`config.mk`:
```
export PLATFORM = sky130hd
export DESIGN_NAME = mini_datapath_seq
export DESIGN_NICKNAME = d
export VERILOG_FILES = /design/src/rtl/mini_datapath_seq.sv
export SDC_FILE = /design/constraint.sdc
export NUM_CORES = 1
export LEC_CHECK = 0
export CAP_MARGIN = 15
export CORE_ASPECT_RATIO = 1.75
export CORE_UTILIZATION = 30
export CTS_BUF_LIST = sky130_fd_sc_hd__clkbuf_16
export DETAILED_ROUTE_END_ITERATION = 6
export SYNTH_ARGS = -nofsm -noshare
export SYNTH_HDL_FRONTEND = slang
export SYNTH_SLANG_ARGS = --single-unit
```
`constraint.sdc`:
```
create_clock -name i_clk -period 2.3 [get_ports i_clk]
set_clock_uncertainty 0.15 [all_clocks]
set_input_delay 0.69 -clock i_clk [delete_from_list [all_inputs] [get_ports i_clk]]
set_output_delay 0.69 -clock i_clk [all_outputs]
set_load 0.02 [all_outputs]
```
`src/rtl/mini_datapath_seq.sv`:
```
// Two-state instruction sequencer: latches operands from a 4-entry register file,
// drives a mini_datapath for one execute cycle, then writes the result back.
module mini_datapath_seq #(
   parameter int WIDTH = 8
) (
   input  logic               i_clk,
   input  logic               i_rst,
   input  logic               i_instr_valid,
   output logic               o_instr_ready,
   input  logic [WIDTH+7:0]   i_instr,
   input  logic               i_init_we,
   input  logic [1:0]         i_init_addr,
   input  logic [WIDTH-1:0]   i_init_data,
   input  logic [1:0]         i_dbg_addr,
   output logic [WIDTH-1:0]   o_dbg_data,
   output logic [WIDTH-1:0]   o_alu_in_a,
   output logic [WIDTH-1:0]   o_reg_data,
   output logic [WIDTH-1:0]   o_immediate_data,
   output logic [2:0]         o_alu_sel,
   output logic               o_mux_sel,
   input  logic [WIDTH-1:0]   i_result,
   input  logic               i_carry_out,
   output logic               o_done,
   output logic [WIDTH-1:0]   o_wb_data,
   output logic               o_carry_flag
);

   typedef enum logic [0:0] {
      ST_IDLE = 1'b0,
      ST_EXEC = 1'b1
   } state_t;

   state_t           r_state;
   logic [WIDTH-1:0] r_rf [4];
   logic [1:0]       r_rd;
   logic             r_instr_ready;
   logic             r_done;
   logic [WIDTH-1:0] r_wb_data;
   logic             r_carry_flag;
   logic [WIDTH-1:0] r_alu_in_a;
   logic [WIDTH-1:0] r_reg_data;
   logic [WIDTH-1:0] r_immediate_data;
   logic [2:0]       r_alu_sel;
   logic             r_mux_sel;

   logic [2:0]       w_op;
   logic             w_imm_sel;
   logic [1:0]       w_rd;
   logic [1:0]       w_rs1;
   logic [1:0]       w_rs2;
   logic [WIDTH-1:0] w_imm;

   assign w_op      = i_instr[WIDTH+7:WIDTH+5];
   assign w_imm_sel = i_instr[WIDTH+4];
   assign w_rd      = i_instr[WIDTH+3:WIDTH+2];
   assign w_rs1     = i_instr[WIDTH+1:WIDTH];
   assign w_imm     = i_instr[WIDTH-1:0];
   assign w_rs2     = i_instr[1:0];

   // Sequencer FSM, register file and all registered outputs; reset overrides everything.
   always_ff @(posedge i_clk) begin
      if (i_rst) begin
         r_state          <= ST_IDLE;
         r_rf[0]          <= {WIDTH{1'b0}};
         r_rf[1]          <= {WIDTH{1'b0}};
         r_rf[2]          <= {WIDTH{1'b0}};
         r_rf[3]          <= {WIDTH{1'b0}};
         r_rd             <= 2'b00;
         r_instr_ready    <= 1'b1;
         r_done           <= 1'b0;
         r_wb_data        <= {WIDTH{1'b0}};
         r_carry_flag     <= 1'b0;
         r_alu_in_a       <= {WIDTH{1'b0}};
         r_reg_data       <= {WIDTH{1'b0}};
         r_immediate_data <= {WIDTH{1'b0}};
         r_alu_sel        <= 3'b000;
         r_mux_sel        <= 1'b0;
      end else begin
         case (r_state)
            ST_IDLE: begin
               r_done <= 1'b0;
               if (i_init_we) begin
                  r_rf[i_init_addr] <= i_init_data;
               end
               // Operands sample the pre-edge file, so a same-edge init is not seen.
               if (i_instr_valid) begin
                  r_alu_sel        <= w_op;
                  r_mux_sel        <= w_imm_sel;
                  r_immediate_data <= w_imm;
                  r_alu_in_a       <= r_rf[w_rs1];
                  r_reg_data       <= r_rf[w_rs2];
                  r_rd             <= w_rd;
                  r_instr_ready    <= 1'b0;
                  r_state          <= ST_EXEC;
               end
            end
            ST_EXEC: begin
               r_rf[r_rd]    <= i_result;
               r_wb_data     <= i_result;
               r_carry_flag  <= i_carry_out;
               r_done        <= 1'b1;
               r_instr_ready <= 1'b1;
               r_state       <= ST_IDLE;
            end
            default: begin
               r_done        <= 1'b0;
               r_instr_ready <= 1'b1;
               r_state       <= ST_IDLE;
            end
         endcase
      end
   end

   assign o_instr_ready    = r_instr_ready;
   assign o_done           = r_done;
   assign o_wb_data        = r_wb_data;
   assign o_carry_flag     = r_carry_flag;
   assign o_alu_in_a       = r_alu_in_a;
   assign o_reg_data       = r_reg_data;
   assign o_immediate_data = r_immediate_data;
   assign o_alu_sel        = r_alu_sel;
   assign o_mux_sel        = r_mux_sel;
   assign o_dbg_data       = r_rf[i_dbg_addr];

endmodule

```
==> impl_metrics.ini, run 1 <==
[layout]
multiInputGateArea_sq_um = 1481
fin_nets = 454
antenna_cells = 0
fillerInstances = 1042
areaGrowthSynthToFinish_pct = 44.60
seq_area_sq_um = 1802
drive_gt1_frac = 0.2153

[cts]
cts_sinks = 74
cts_tree = done
clk_pin_slew_ps = 60
clk_latency_ps = 330
cts_buffers = 9
cts_max_path_buffers = 2
ctsRootBufferMaster = clkbuf_16
htree_levels = 3

[power_and_ir_drop]
peakVddDrop_v = 0.0003828
swShare = 0.2411
power_frac_clock = 0.415
power_mw = 3.585
p_leak_nw = 1.859
p_switching_mw = 0.8644
internal-power_mw = 2.721
seqPwrFrac = 0.420
p_per_area_nw_per_um2 = 718.5
power_frac_comb = 0.166

[sta]
fin_crit_sh = 1.019
hold_slack_ps = 300.6
tightest_slew_ps = 531.6
final_hold_viol_count = 0
setup_viol = 6
slew_headroom = 0.6456
fin_ws_ps = -44.14
slew_violations = 0
fmax_mhz = 426.6
finalCriticalPeriod_ps = 2344
rsz0062_at_grt = true

[global_routing]
grt_pass1_vias = 2791
grtUsageTotal = 0.1480
antenna_found_initial = 0
grt_max_degree = 51
grt_first_pass_wirelength_um = 13450
grt_overflow = 0

[outcome]
outcome = finished, violations left
violations = negative setup slack

[route]
wl_um = 8353
avgRoutedWirePerCell_um = 15.19
final_antenna_net_count = 0
initialDrtViolationCount = 127
dr.pass1.iters = 4
routed_via_density = 4.767
drc_errors = 0
detailroute.via_count = 2622

[floorplanning]
start_util = 0.3090
ioPinCount = 88
die_area_sq_um = 11950
core-area_sq_um = 11170
fp.dieH_um = 143.9
die_x_um = 83.08
num_rows = 51

[place]
globalplace.congestion = 0.7932
dpl.hpwl_um = 6443
place_ws_ps = -1001
port_buffers = 87

[flow_run]
maxCapViolCount = 0

[yosys]
yosys_warnings = 0
synth_cell_type_count = 30
netlist_area_sq_um = 3451
synth_edf_count = 32
synth_area_per_cell_sq_um = 11.24
synth_async_sr_flop_share = 0
netlist_instances = 307
synth-seq-cells = 74
ys_seq_area_frac = 0.5221
synth_top_cell_by_area = edfxtp_1
synth_flop_cell = dfxtp_1
synth_top_area_share = 0.2785
synth_area_leaders = edfxtp_1, dfxtp_1, mux4_2
syn-num-nets = 348

[setup_path]
critPathRequiredTime_ps = 1460
cp.arrival_ps = 1500
cp-start-kind = input port
worstPathMaxFanout = 8
end_kind = output port
crit_type = in -> out

[hold_path]
worstHoldPathType = reg -> reg
## registers in the layout, summed over array words and instances, names as in the netlist
signal,count
r_rd,2
r_rf,32
o_immediate_data,8
o_alu_in_a,8
o_done,1
o_reg_data,8
o_mux_sel,1
o_instr_ready,1
o_carry_flag,1
o_alu_sel,3
r_state,1
o_wb_data,8
## timing repair
| action | in CTS | in global routing |
|---|---|---|
| resized for setup | 60 | 1 |
| hold buffers | 0 | 0 |
| endpoints found under the setup margin | 16 | 12 |
| endpoints found under the hold margin | 0 | 0 |
| setup buffers | 0 | 0 |
## cells in the mapped netlist (2+ instances only)
| cell type | instances |
|---|---|
| clkbuf_1 | 4 |
| o21ai_0 | 2 |
| nor3b_4 | 2 |
| buf_2 | 8 |
| nand2b_1 | 9 |
| buf_1 | 2 |
| dfxtp_1 | 42 |
| buf_6 | 3 |
| nand3b_1 | 8 |
| nor3_1 | 7 |
| inv_1 | 9 |
| and2b_1 | 2 |
| nor2_1 | 19 |
| a21oi_1 | 39 |
| mux4_2 | 24 |
| nand2_1 | 70 |
| a21o_1 | 8 |
| o221ai_4 | 2 |
| edfxtp_1 | 32 |
| buf_4 | 5 |
## final timing paths
| kind | startpoint | end | slack (ps) | cells after the start |
|---|---|---|---|---|
| setup / recovery | i_dbg_addr[0] | o_dbg_data[7] | -40 | 3 |
| hold / removal | o_mux_sel | o_mux_sel | 300 | 2 |
| setup reg to reg | r_state | r_rf[1][5] | 390 | 5 |
| hold reg to reg | o_mux_sel | o_mux_sel | 300 | 2 |
## layer usage
metal / global-route usage / share of wire / vias up / wire length (um)
met3: 0.03159 / 0.030 / 17 / 252
met5: 0 / 0 / - / 0
met4: 0.08258 / 0.031 / 0 / 260
li1: - / - / 1298 / -
met2: 0.2981 / 0.58 / 62 / 4867
met1: 0.1338 / 0.36 / 1245 / 2972
## final cells by class
class                   count  area share
clock inverters             7     0.01881
inverters                  10    0.007523
well taps                 132     0.03310
clock buffers               9     0.04514
multi-input cells         201      0.2969
flip-flops and latches     74      0.3611
repair buffers            117      0.2375
## cell usage in the layout, fill, tap and decap left out, types with 2 or more instances in the layout
cell,instances
buf_4,23
nor3_1,7
edfxtp_1,32
inv_1,9
nand3b_1,8
nor2_1,19
a21o_1,8
nor3b_4,2
clkdlybuf4s50_1,76
dfxtp_1,42
a21oi_1,38
clkbuf_16,9
mux4_2,24
buf_12,7
buf_2,2
bufinv_16,2
buf_6,9
and2b_1,2
nand2b_1,9
clkinvlp_4,4
nand2_1,70
o221ai_4,2
## critical path, stage by stage
cell    delay [ps]
buf_12         120
mux4_2         540
buf_6          160
## cell families after synthesis
kind of cell           after synthesis  synth area share
and+or+nand+nor                    123            0.1697
muxes                               25            0.1595
buffers and inverters               32           0.04967
AOI/OAI and AO/OA                   53           0.09899
DFF                                 74            0.5221
## per-stage QoR
step	setup TNS [ps]	utilization	area (sq um)	cells
floorplan	0	-	3453	307
finish	-85.87	0.4468	4990	550
CTS	-141.8	0.4465	4986	550
detailed placement	-19770	0.4180	4668	535
global route	-247.0	0.4468	4990	550
global placement	-17960	0.4180	4668	535
## power groups by stage
stage / Clock [mW] / Sequential [mW] / Combinational (mW)
6_report: 1.49 / 1.51 / 0.594
5_1_grt: 1.57 / 1.51 / 0.644
4_1_cts: 1.53 / 1.51 / 0.603
3_5_place_dp: 0 / 1.53 / 0.598
3_3_place_gp: 0 / 1.53 / 0.588
2_1_floorplan: 0 / 1.56 / 0.274
Power figures use the tool's default switching activity.
==> inputs of run 2 (changes only) <==
CORE_MARGIN = 5   (was default)
==> run 2 against run 1 <==
Critical path type unchanged. Critical endpoint unchanged. Die area rose by 16%. Count of clock-buffer cells in the layout up 1. Non-clock buffer count down 1. Via count fell by 0.92%. Routed wire length grew 1.4%. The flow still finishes with violations (negative setup slack).
==> impl_metrics.ini, run 2 (synthesized netlist as in run 1, its figures left out) <==
[floorplanning]
die_x_um = 91.08
start_util = 0.3014
num_rows = 52
fp.dieH_um = 151.9
die_area_sq_um = 13830
core-area_sq_um = 11450
ioPinCount = 88

[setup_path]
worstPathMaxFanout = 8
cp-start-kind = input port
cp.arrival_ps = 1510
rrSetupSlack_ps = 520
crit_type = in -> out
regToRegStartpoint = r_state
worstReg2RegEnd = r_rf[0][2]
rr_worst_depth = 5
critPathRequiredTime_ps = 1460
crit_start = i_dbg_addr[0]
end_kind = output port

[global_routing]
grt_max_degree = 51
antenna_found_initial = 0
grt_pass1_vias = 2636
grt_overflow = 0
grt_first_pass_wirelength_um = 13340
grtUsageTotal = 0.1243

[place]
port_buffers = 87
post-place-cells = 537
post_dp_cell_area_sq_um = 4677
dpl.hpwl_um = 6451
globalplace.congestion = 0.7375

[sta]
finalCriticalPeriod_ps = 2352
fin_ws_ps = -52.31
slew_headroom = 0.6309
final_hold_viol_count = 0
tightest_slew_ps = 553.7
rsz0062_at_grt = true
slew_violations = 0
fin_crit_sh = 1.023
fmax_mhz = 425.1
setup_viol = 7

[layout]
mostFrequentLayoutCell = clkdlybuf4s50_1
finalInstanceArea_sq_um = 4967
fillerInstances = 1092
antenna_cells = 0
drive_gt1_frac = 0.2134
fin_nets = 453
final_cell_mix = clkdlybuf4s50_1, nand2_1, dfxtp_1
areaGrowthSynthToFinish_pct = 43.94
largest_reg_flops = 32
top_register = r_rf
stdcell_count = 552
utilization = 0.4338

[cts]
cts_resized = 62
cts_buffers = 9
htree_levels = 3
cts_tree = done
postCtsHoldBufs = 0
ctsRootBufferMaster = clkbuf_16
clk_pin_slew_ps = 60
clk_latency_ps = 330
cts_max_path_buffers = 2
cts_sinks = 74
post-cts-setup-buffer-count = 0

[power_and_ir_drop]
p_leak_nw = 1.865
p_per_area_nw_per_um2 = 685.7
peakVddDrop_v = 0.0004156

[route]
routed_via_density = 4.707
initialDrtViolationCount = 56
detailroute.via_count = 2598
dr.pass1.iters = 4
avgRoutedWirePerCell_um = 15.34
final_antenna_net_count = 0
drc_errors = 0
wl_um = 8466

[outcome]
outcome = finished, violations left
violations = negative setup slack

[flow_run]
maxCapViolCount = 0

[hold_path]
whs_path_depth = 2
worstHoldPathType = reg -> reg
min_to = o_reg_data[6]
min_from = o_reg_data[6]
run 2: cell count changes in the layout (fill, tap and decap cells not counted), sizes merged:
cell	delta
clkinvlp	-3
bufinv	-2
clkbuf	+1
inv	+4
buf	-1
run 2: worst max-delay path by stage:
stage / cells after the start / to / slack [ps]
2_1_floorplan: 2 / o_dbg_data[0] / 20
6_report: 3 / o_dbg_data[7] / -50
3_5_place_dp: 4 / o_dbg_data[7] / -1010
3_3_place_gp: 4 / o_dbg_data[7] / -1000
4_1_cts: 3 / o_dbg_data[7] / -70
5_1_grt: 3 / o_dbg_data[7] / -70
run 2: layer usage:
layer | vias up | GRT usage | wire length, um
li1 | 1291 | - | -
met1 | 1225 | 0.1224 | 3038
met2 | 70 | 0.2385 | 4864
met3 | 12 | 0.02919 | 370
met4 | 0 | 0.05524 | 193
met5 | - | 0 | 0
run 2: per-stage QoR:
step / setup TNS [ps] / worst slack (ps) / total power, mW / hold WS (ps)
2_1_floorplan: 0 / 19.07 / 1.837 / 281.5
3_3_place_gp: -19060 / -1002 / 2.121 / 291.3
3_5_place_dp: -20400 / -1005 / 2.132 / 295.8
4_1_cts: -150.7 / -65.74 / 3.458 / 304.0
5_1_grt: -281.1 / -71.69 / 3.554 / 317.6
6_report: -99.74 / -52.31 / 3.406 / 301.8
run 2: final cells by class:
type	instances	area [sq um]	share of cell area
Multi-Input combinational cell	201	1481	0.2982
Clock inverter	6	30.03	0.006045
Timing Repair Buffer	116	1197	0.2411
Sequential cell	74	1802	0.3627
Clock buffer	10	250.2	0.05038
Tap cell	135	168.9	0.03401
Inverter	10	37.54	0.007557
run 2: where the power goes:
group	leakage, nW	switching, mW	internal [mW]
Sequential	0.677	0.0455	1.45
Combinational	1.04	0.277	0.325
Clock	0.146	0.521	0.784
Total	1.87	0.844	2.56
run 2: worst max-delay path, cell delays in order:
cell	delay [ps]
buf_12	120
mux4_2	540
buf_6	160
